`config.mk`:
```
export PLATFORM = sky130hd
export DESIGN_NAME = apple1_board_io
export DESIGN_NICKNAME = d
export VERILOG_FILES = /design/src/rtl/apple1_board_io.sv
export SDC_FILE = /design/constraint.sdc
export NUM_CORES = 1
export LEC_CHECK = 0
export CAP_MARGIN = 40
export CORE_ASPECT_RATIO = 0.6
export CORE_UTILIZATION = 41
export CTS_BUF_LIST = sky130_fd_sc_hd__clkbuf_4
export CTS_CLUSTER_DIAMETER = 50
export CTS_CLUSTER_SIZE = 30
export DETAILED_ROUTE_END_ITERATION = 10
export GPL_TIMING_DRIVEN = 0
export PLACE_DENSITY = 0.57
export SYNTH_ARGS = -nofsm -noshare
export SYNTH_HDL_FRONTEND = slang
export SYNTH_SLANG_ARGS = --single-unit
```
`constraint.sdc`:
```
create_clock -name clk25 -period 2.1 [get_ports clk25]
set_input_delay 0.42 -clock clk25 [delete_from_list [all_inputs] [get_ports clk25]]
set_output_delay 0.42 -clock clk25 [all_outputs]
set_load 0.01 [all_outputs]
```
`src/rtl/apple1_board_io.sv`:
```
// apple1_board_io
//   Board-level I/O conditioner between the FPGA pins and the apple1 core.
//   Generates the core reset (power-on stretch plus optional reset button),
//   debounces the push buttons, and registers and fans out the 1-bit VGA
//   colour signals, with an optional monochrome-green look.
//
//   Ports
//     clk25          in   pixel/system clock (25 MHz)
//     rst            in   asynchronous active-high reset
//     btn_in         in   raw button pins, asynchronous to clk25
//     vga_*_in       in   core colour and sync signals
//     sys_rst_n      out  active-low reset to the core
//     btn_level      out  debounced button state, 1 = pressed
//     btn_press      out  one-cycle pulse when btn_level goes 0->1
//     vga_red/grn/blu out registered colours, each bit a copy of the channel
//     vga_h_sync/v_sync out syncs, one register stage to match the colours
//
//   Reset generator states
//     state  | meaning
//     S_HOLD | sys_rst_n low, POR counter running (held at 0 while btn 0 pressed)
//     S_RUN  | sys_rst_n high, core running
module apple1_board_io #(
    parameter int NUM_BTN         = 2,
    parameter int BTN_ACTIVE_LOW  = 1,
    parameter int DEBOUNCE_CYCLES = 250000,
    parameter int POR_CYCLES      = 1024,
    parameter int RST_BTN_EN      = 1,
    parameter int COLOR_BITS      = 2,
    parameter int MONO_GREEN      = 0
) (
    input  logic                  clk25,
    input  logic                  rst,
    input  logic [NUM_BTN-1:0]    btn_in,
    input  logic                  vga_red_in,
    input  logic                  vga_grn_in,
    input  logic                  vga_blu_in,
    input  logic                  vga_h_sync_in,
    input  logic                  vga_v_sync_in,
    output logic                  sys_rst_n,
    output logic [NUM_BTN-1:0]    btn_level,
    output logic [NUM_BTN-1:0]    btn_press,
    output logic [COLOR_BITS-1:0] vga_red,
    output logic [COLOR_BITS-1:0] vga_grn,
    output logic [COLOR_BITS-1:0] vga_blu,
    output logic                  vga_h_sync,
    output logic                  vga_v_sync
);

    localparam int DB_W  = $clog2(DEBOUNCE_CYCLES + 1);
    localparam int POR_W = $clog2(POR_CYCLES + 1);

    localparam logic [DB_W-1:0]  DB_LAST  = DB_W'(DEBOUNCE_CYCLES - 1);
    localparam logic [POR_W-1:0] POR_LAST = POR_W'(POR_CYCLES - 1);

    // Pin level that means "released"; also the XOR mask that turns a pin
    // sample into 1 = pressed.
    localparam logic BTN_REL  = (BTN_ACTIVE_LOW != 0);
    localparam logic BTN_RST  = (RST_BTN_EN != 0);
    localparam logic MONO     = (MONO_GREEN != 0);

    // ------------------------------------------------------------------
    // Button synchronise + debounce
    // ------------------------------------------------------------------
    for (genvar i = 0; i < NUM_BTN; i++) begin : g_btn
        logic            sync1;
        logic            sync2;
        logic            pressed;
        logic [DB_W-1:0] cnt;
        logic            level_r;
        logic            press_r;

        assign pressed      = sync2 ^ BTN_REL;
        assign btn_level[i] = level_r;
        assign btn_press[i] = press_r;

        always_ff @(posedge clk25 or posedge rst) begin
            if (rst) begin
                sync1   <= BTN_REL;
                sync2   <= BTN_REL;
                cnt     <= '0;
                level_r <= 1'b0;
                press_r <= 1'b0;
            end else begin
                sync1   <= btn_in[i];
                sync2   <= sync1;
                press_r <= 1'b0;
                if (pressed == level_r) begin
                    cnt <= '0;
                end else if (cnt >= DB_LAST) begin
                    // This edge is the one where the count reaches
                    // DEBOUNCE_CYCLES: accept the new level.
                    level_r <= pressed;
                    press_r <= pressed;
                    cnt     <= '0;
                end else begin
                    cnt <= cnt + 1'b1;
                end
            end
        end
    end

    // ------------------------------------------------------------------
    // Reset generator
    // ------------------------------------------------------------------
    typedef enum logic {
        S_HOLD = 1'b0,
        S_RUN  = 1'b1
    } state_t;

    state_t           state;
    logic [POR_W-1:0] por_cnt;

    always_ff @(posedge clk25 or posedge rst) begin
        if (rst) begin
            state     <= S_HOLD;
            por_cnt   <= '0;
            sys_rst_n <= 1'b0;
        end else begin
            case (state)
                S_HOLD: begin
                    sys_rst_n <= 1'b0;
                    if (BTN_RST && btn_level[0]) begin
                        por_cnt <= '0;
                    end else if (por_cnt >= POR_LAST) begin
                        state     <= S_RUN;
                        sys_rst_n <= 1'b1;
                        por_cnt   <= '0;
                    end else begin
                        por_cnt <= por_cnt + 1'b1;
                    end
                end
                S_RUN: begin
                    sys_rst_n <= 1'b1;
                    // btn_press[0] marks the cycle right after btn_level[0] rose.
                    if (BTN_RST && btn_press[0]) begin
                        state     <= S_HOLD;
                        sys_rst_n <= 1'b0;
                        por_cnt   <= '0;
                    end
                end
                default: begin
                    state     <= S_HOLD;
                    sys_rst_n <= 1'b0;
                    por_cnt   <= '0;
                end
            endcase
        end
    end

    // ------------------------------------------------------------------
    // Video: one register stage shared by colours and syncs
    // ------------------------------------------------------------------
    always_ff @(posedge clk25 or posedge rst) begin
        if (rst) begin
            vga_red    <= '0;
            vga_grn    <= '0;
            vga_blu    <= '0;
            vga_h_sync <= 1'b1;
            vga_v_sync <= 1'b1;
        end else begin
            if (MONO) begin
                vga_red <= '0;
                vga_grn <= {COLOR_BITS{vga_red_in | vga_grn_in | vga_blu_in}};
                vga_blu <= '0;
            end else begin
                vga_red <= {COLOR_BITS{vga_red_in}};
                vga_grn <= {COLOR_BITS{vga_grn_in}};
                vga_blu <= {COLOR_BITS{vga_blu_in}};
            end
            vga_h_sync <= vga_h_sync_in;
            vga_v_sync <= vga_v_sync_in;
        end
    end

endmodule
```
==> results of run 1 <==
## sequential cells by signal, summed over array words and instances (netlist names)
register	cells
g_btn.cnt	36
por_cnt	11
g_btn.level_r	2
g_btn.press_r	2
g_btn.sync1	2
g_btn.sync2	2
state	1
vga_blu	1
vga_grn	1
vga_h_sync	1
vga_red	1
vga_v_sync	1
## worst paths after layout
check                                   end  depth (start not counted)
setup / recovery               btn_level[0]                          2
hold / removal                   por_cnt[7]                          2
setup reg to reg           g_btn[1].cnt[11]                          7
hold reg to reg              g_btn[1].sync2                          0
max in group asynchronous    g_btn[1].sync1                          3
min in group clk25           g_btn[1].sync2                          0
## through the flow
step / setup WS, ps / cell area [um2]
2_1_floorplan: 177 / 2940
3_3_place_gp: -981 / 3260
3_5_place_dp: 189 / 3280
4_1_cts: 64.3 / 3380
5_1_grt: 83.2 / 3380
6_report: 189 / 3380
## per-layer routing
| layer | vias to the layer above | global-route usage, % |
|---|---|---|
| met5 | - | 0 |
| met4 | 0 | 6.59 |
| met3 | 9 | 6.55 |
| met2 | 39 | 23.3 |
| met1 | 1014 | 26.6 |
| li1 | 1073 | - |
## power breakdown
part           internal, mW  switching [mW]
clock                 0.253           0.405
sequential             1.20          0.0146
combinational        0.0494          0.0560
## final cells by class
cell class                      count  area, um2
Tap cell                           87        109
Fill cell                         648       3410
Sequential cell                    61       1540
Timing Repair Buffer               22        230
Multi-Input combinational cell    203       1270
Buffer                             13       92.6
Clock inverter                      5       20.0
Clock buffer                       11       82.6
Inverter                           12       45.0
## cell families after synthesis
group / Yosys count / synth area share, %
AND/OR/NAND/NOR: 132 / 24.0
flip-flops: 61 / 52.2
AO/OA/AOI/OAI: 33 / 7.29
XOR/XNOR: 33 / 9.84
buffers and inverters: 25 / 4.69
adder cells (fa/ha/maj): 3 / 1.28
multiplexers: 2 / 0.682
## Yosys cell counts (2+ instances only)
cell      number
buf_6          2
nor4_1        16
o31ai_1        2
nand3_1       16
nand2_1       16
nor2b_1        2
a21o_1         4
dfstp_2        6
xnor2_1       28
or3_1          2
and3_1         6
buf_4          7
and4_1         3
buf_2          2
nand4_1        8
nor2_1        34
nor3b_1        3
mux2i_1        2
clkbuf_1       2
xor2_1         5
nor2_2         9
dfrtp_1       55
a31oi_1        4
and2_1         2
a21oi_1        4
o21ai_0       11
inv_1         12
nor3_1        10
ha_1           3
a41oi_1        2
## repair_timing
action	in CTS	in global routing
setup endpoints to repair	0	9
buffers inserted	0	0
gates resized for setup	0	2
## critical path, delay by kind of cell, from the launching register on
kind | cells | cell delay (ps)
flops | 1 | 440
buf+inv | 2 | 650
==> Implementation_results.wiki, run 1 <==
{| class="wikitable"
! Metric !! Value
|-
| Most used cells in the layout excluding fill and tap cells || 54 x dfrtp_1, 34 x nor2_1, 28 x xnor2_1, 21 x clkdlybuf4s50_1
|-
| Filler-free cell count of the finished design || 414
|-
| Largest area contributor in the netlist || dfrtp_1
|-
| Number of iterations in the first detailed-routing pass || 7
|-
| Most common library cell in the layout ignoring fill and taps || dfrtp_1
|-
| Pwr/cell area || 584 nW/um2
|-
| Area of the mapped netlist || 2940 um2
|-
| Min cycle time layout || 1910 ps
|-
| Clock buffer depth || 2
|-
| Wire per inst || 13.8 um
|-
| Cells after DPL || 398
|-
| Slew headroom || 64.8%
|-
| DRT iter0 DRCs || 180
|-
| Number of maximum-capacitance violations || 0
|-
| Height of the die || 67.6 um
|-
| Wire length of the first global-routing pass || 10000 um
|-
| Sum of routed wire length over all layers || 5700 um
|-
| Failing checks || design-rule violations
|-
| Worst Path Required || 1680 ps
|-
| Hold_buf cts || 0
|-
| Number of slew-limit violations in the final report || 0
|-
| Sequential share of the synthesized area || 52.2%
|-
| Result of the run || finished with violations
|-
| Depth of the CTS H-tree || 3
|-
| Startpoint-to-endpoint class of the critical path || reg2out
|-
| Top routing layer in use || met4
|-
| Final cell utilization of the core || 49.8%
|-
| ANT cells || 0
|-
| Die ar. || 7520 um2
|-
| Setup slack, reg-to-reg || 310 ps
|-
| Power consumption || 1.97 mW
|-
| Final worst clock skew || 19.1 ps
|-
| Clock-pin slew reported for the worst setup and hold paths after clock tree synthesis || 110 ps
|-
| Worst supply voltage drop on vdd || 0.000317 V
|-
| Die Wd || 111 um
|-
| WL met1 || 3280 um
|-
| Final RePlAce weighted congestion || 0.778
|-
| Remaining Overflow, GRT || 0
|-
| Yosys warning count || 0
|-
| Critical Path Start Type || register
|-
| Slew @ Worst Pin || 527 ps
|-
| Overall fraction of global-route tracks in use || 17.9%
|-
| Avg Inst Size Synth || 10.2 um2
|-
| Worst-path maximum fanout || 7
|-
| Sum of met3 wire segment lengths after detailed routing || 259 um
|-
| Setup TNS || 0 ps
|-
| Clock tree from TritonCTS || built
|-
| Clock sink total || 61
|-
| Top_reg_cell synth || dfrtp_1
|-
| Hold Crit Class || in2async
|-
| DPL Wire Length || 3880 um
|-
| Cell variety after synth || 41
|-
| Total of buffers placed on input and output ports || 21
|-
| Synthesized netlist cell count || 289
|-
| Layout cell share with drive strength beyond 1 || 14.4%
|-
| Element type at the critical path end || output pin
|-
| Starting density of the core || 43.2%
|-
| Static leakage power || 1.38 nW
|-
| DRC violations left || 7
|-
| Hold Worst Slack || 356 ps
|-
| Maximum clock frequency || 523 MHz
|-
| Final setup violation count || 0
|-
| Largest stage delay on the critical path || 530 ps
|-
| RSZ-0062 raised after global routing || false
|-
| Clock Latency Late Sink || 410 ps
|-
| Inserted Clock Buffers || 9
|-
| Vias per cell || 5.16
|-
| Placement Rows || 23
|-
| Number of antenna violations at the first check in global routing || 0
|-
| Via count of the routed design || 2135
|-
| Seq cells post-synth || 61
|-
| Top-area cell type share of the netlist area || 46.9%
|-
| R2r startpoint || g_btn[1].cnt[0]
|-
| Ordered list of cells on the worst path || buf_4, clkdlybuf4s50_1
|-
| Met2 Wirelength || 2090 um
|-
| Residual antenna-violating net count after detailed routing || 0
|-
| FFs w/ async S/R, synth || 100%
|-
| Worst EP arrival || 1490 ps
|-
| Number of synthesized flops with an enable pin || 0
|-
| Largest cells by area after synthesis || dfrtp_1 47%, xnor2_1 8.4%, dfstp_2 5.4%, nor2_1 4.3%, nor4_1 3.4%
|-
| Net count of the mapped netlist || 301
|-
| Placeable core region || 6790 um2
|-
| Maximum number of pins on one net before global-route repair || 40
|-
| Number of primary I/O pins || 22
|-
| Synthesis-to-finish area growth || 15.3%
|-
| Clock root buffer || clkbuf_4
|-
| Critical path launch point || g_btn[0].level_r
|-
| Slowest stage cell on the critical path || clkdlybuf4s50_1
|-
| Final net count || 334
|-
| Final number of hold-violating endpoints || 0
|-
| Number of global-route vias before repair || 2010
|-
| Ratio of final minimum period to clock period || 91.0%
|}
Note: power is estimated with default switching activity, not from simulation.
==> run 2: changes to the inputs <==
Settings changed: SLEW_MARGIN from default to 5.
==> results of run 2 <==
The final DEF is identical to that of run 1; final timing and power are the same.
==> run 3: changes to the inputs <==
Settings changed: CTS_CLUSTER_SIZE 30 to 28, MAX_ROUTING_LAYER from default to met4.
==> run 3 against run 2 <==
Effect of this change:
- the flow still finishes with violations (design-rule violations)
- flip-flop and latch count stayed put
- setup slack lost 0.90 ps
- count of clock-buffer cells in the layout did not move
- total power is essentially flat
- combinational power barely moved
- hold slack about the same
- clock skew decreased by 0.53 ps
- wire length up 0.19%
- non-clock buffer count unchanged
- register-to-register slack is essentially flat
- cell count did not move
==> Implementation_results.wiki, run 3 (synthesis gave the netlist of run 1 again) <==
{| class="wikitable"
! Metric !! Value
|-
| Die ar. || 7520 um2 (unchanged)
|-
| Most used cells in the layout excluding fill and tap cells || 54 x dfrtp_1, 34 x nor2_1, 28 x xnor2_1, 21 x clkdlybuf4s50_1
|-
| Depth of the CTS H-tree || 3 (unchanged)
|-
| Top Family by Delay on Critical Path || buffers and inverters
|-
| Maximum clock frequency || 523 MHz (about the same)
|-
| Final cell utilization of the core || 49.8% (unchanged)
|-
| Sum of routed wire length over all layers || 5710 um (+0.19%)
|-
| Flip-flop count of the largest register, all copies and words added || 36 (unchanged)
|-
| Post-CTS setup buffers || 0 (unchanged)
|-
| Endpoint of the most critical register-to-register path || g_btn[1].cnt[11]
|-
| Residual antenna-violating net count after detailed routing || 0 (unchanged)
|-
| Vias per cell || 5.16 (unchanged)
|-
| Largest Register || g_btn.cnt
|-
| Global routing met3 resource utilization || 6.46% (-0.090 points)
|-
| Worst EP arrival || 1490 ps (about the same)
|-
| Register Area || 1540 um2 (unchanged)
|-
| Global Route met2 Usage || 23.3% (unchanged)
|-
| Slowest stage cell on the critical path || clkdlybuf4s50_1
|-
| Pwr/cell area || 584 nW/um2 (about the same)
|-
| Slew @ Worst Pin || 528 ps (+0.217 ps)
|-
| Number of slew-limit violations in the final report || 0 (unchanged)
|-
| Critical Path Start Type || register
|-
| Placeable core region || 6790 um2 (unchanged)
|-
| Worst supply voltage drop on vdd || 0.000317 V (about the same)
|-
| Die Wd || 111 um (unchanged)
|-
| Clock root buffer || clkbuf_4
|-
| Largest stage delay on the critical path || 530 ps (about the same)
|-
| Clock tree from TritonCTS || built
|-
| Count of fill cells added during filler insertion || 648 (unchanged)
|-
| Clock-pin slew reported for the worst setup and hold paths after clock tree synthesis || 110 ps (about the same)
|-
| Met1 layer usage reported by global route || 26.6% (+0.057 points)
|-
| Setup TNS || 0 ps (unchanged)
|-
| Depth of the worst register-to-register path || 7 (unchanged)
|-
| DP Area || 3280 um2 (unchanged)
|-
| Layout cell share with drive strength beyond 1 || 14.4% (unchanged)
|-
| Ordered list of cells on the worst path || buf_4, clkdlybuf4s50_1
|-
| RSZ-0062 raised after global routing || false
|-
| Synthesis-to-finish area growth || 15.3% (unchanged)
|-
| DPL Wire Length || 3880 um (unchanged)
|-
| Post-layout worst setup margin || 189 ps (-0.897 ps)
|-
| Worst setup slack before clock tree synthesis || 189 ps (unchanged)
|-
| Clock buffer depth || 2 (unchanged)
|-
| Slew headroom || 64.8% (about the same)
|-
| Element type at the critical path end || output pin
|-
| ANT cells || 0 (unchanged)
|-
| Number of buffers and inverters on the critical path || 2 (unchanged)
|-
| Via count of the routed design || 2135 (unchanged)
|-
| Wire length of the first global-routing pass || 10000 um (unchanged)
|-
| Number of maximum-capacitance violations || 0 (unchanged)
|-
| Number of antenna violations at the first check in global routing || 0 (unchanged)
|-
| Inserted Clock Buffers || 9 (unchanged)
|-
| Starting density of the core || 43.2% (unchanged)
|-
| Final RePlAce weighted congestion || 0.789 (+1.4%)
|-
| Number of primary I/O pins || 22 (unchanged)
|-
| Total of buffers placed on input and output ports || 21 (unchanged)
|-
| Height of the die || 67.6 um (unchanged)
|-
| Hold Worst Slack || 356 ps (-0.0290 ps)
|-
| CP Depth || 2 (unchanged)
|-
| Min cycle time layout || 1910 ps (+0.897 ps)
|-
| Wire per inst || 13.8 um (+0.19%)
|-
| Most heavily used metal layer in global routing || met1
|-
| Number of global-route vias before repair || 2010 (unchanged)
|-
| Maximum number of pins on one net before global-route repair || 40 (unchanged)
|-
| Clock sink total || 61 (unchanged)
|-
| Registers with the most flip-flops || g_btn.cnt: 36 flops, por_cnt: 11 flops
|-
| Startpoint-to-endpoint class of the critical path || reg2out
|-
| Placement Rows || 23 (unchanged)
|-
| Total area of multi-input combinational cells || 1270 um2 (unchanged)
|-
| Final net count || 334 (unchanged)
|-
| Ratio of final minimum period to clock period || 91.0% (about the same)
|-
| Clock Latency Late Sink || 410 ps (about the same)
|-
| DRT iter0 DRCs || 180 (unchanged)
|-
| Worst Path Required || 1680 ps (about the same)
|-
| Result of the run || finished with violations
|-
| Failing checks || design-rule violations
|-
| Most common library cell in the layout ignoring fill and taps || dfrtp_1
|-
| Final number of hold-violating endpoints || 0 (unchanged)
|-
| Number of iterations in the first detailed-routing pass || 7 (unchanged)
|-
| Static leakage power || 1.38 nW (unchanged)
|-
| DRC violations left || 7 (unchanged)
|-
| R2r startpoint || g_btn[1].cnt[0]
|-
| Worst-path maximum fanout || 7 (unchanged)
|-
| Hold Crit Class || in2async
|-
| Overall fraction of global-route tracks in use || 18.5% (+0.57 points)
|-
| Setup slack, reg-to-reg || 310 ps (about the same)
|-
| Final setup violation count || 0 (unchanged)
|-
| Final worst clock skew || 18.5 ps (-0.531 ps)
|-
| Remaining Overflow, GRT || 0 (unchanged)
|-
| Final instance area || 3380 um2 (unchanged)
|}
==> run 3: cell counts in the layout (fill, tap and decap cells not counted) <==
No cell type changed its count.
==> run 3: area by class of cell <==
cell class                      instances  area share, %
Tap cell                               87           3.22
Inverter                               12           1.33
Timing Repair Buffer                   22           6.80
Clock buffer                           11           2.44
Clock inverter                          5          0.591
Buffer                                 13           2.74
Multi-Input combinational cell        203           37.5
Sequential cell                        61           45.4
==> run 3: worst max path at each step <==
stage / start / to / slack (ps)
3_3_place_gp: rst / g_btn[1].cnt[7] / -980
3_5_place_dp: g_btn[1].cnt[0] / g_btn[1].cnt[16] / 190
4_1_cts: g_btn[0].level_r / btn_level[0] / 60
6_report: g_btn[0].level_r / btn_level[0] / 190
5_1_grt: g_btn[0].level_r / btn_level[0] / 80
2_1_floorplan: rst / g_btn[0].cnt[0] / 180
==> run 3: per-stage QoR <==
step | total power [mW] | instances
after floorplan | 1.29 | 289
after CTS | 2.02 | 414
after detailed placement | 1.34 | 398
after global routing | 2.10 | 414
final | 1.98 | 414
after global placement | 1.34 | 397
==> run 3: power by group <==
group,internal [mW],switching [mW]
Combinational,0.0494,0.0561
Clock,0.253,0.406
Sequential,1.20,0.0146
Total,1.50,0.477
==> run 3: what timing repair did <==
item	CTS	global route
resized for setup	0	2
endpoints found under the hold margin	0	0
setup endpoints to repair	0	9
hold buffers	0	0
==> run 3: layer usage <==
metal	routed length [um]	up-vias	share of wire, %
met5	0	-	0
met4	48	0	0.84
met3	219	6	3.8
met2	2110	38	37
met1	3330	1017	58
li1	-	1074	-
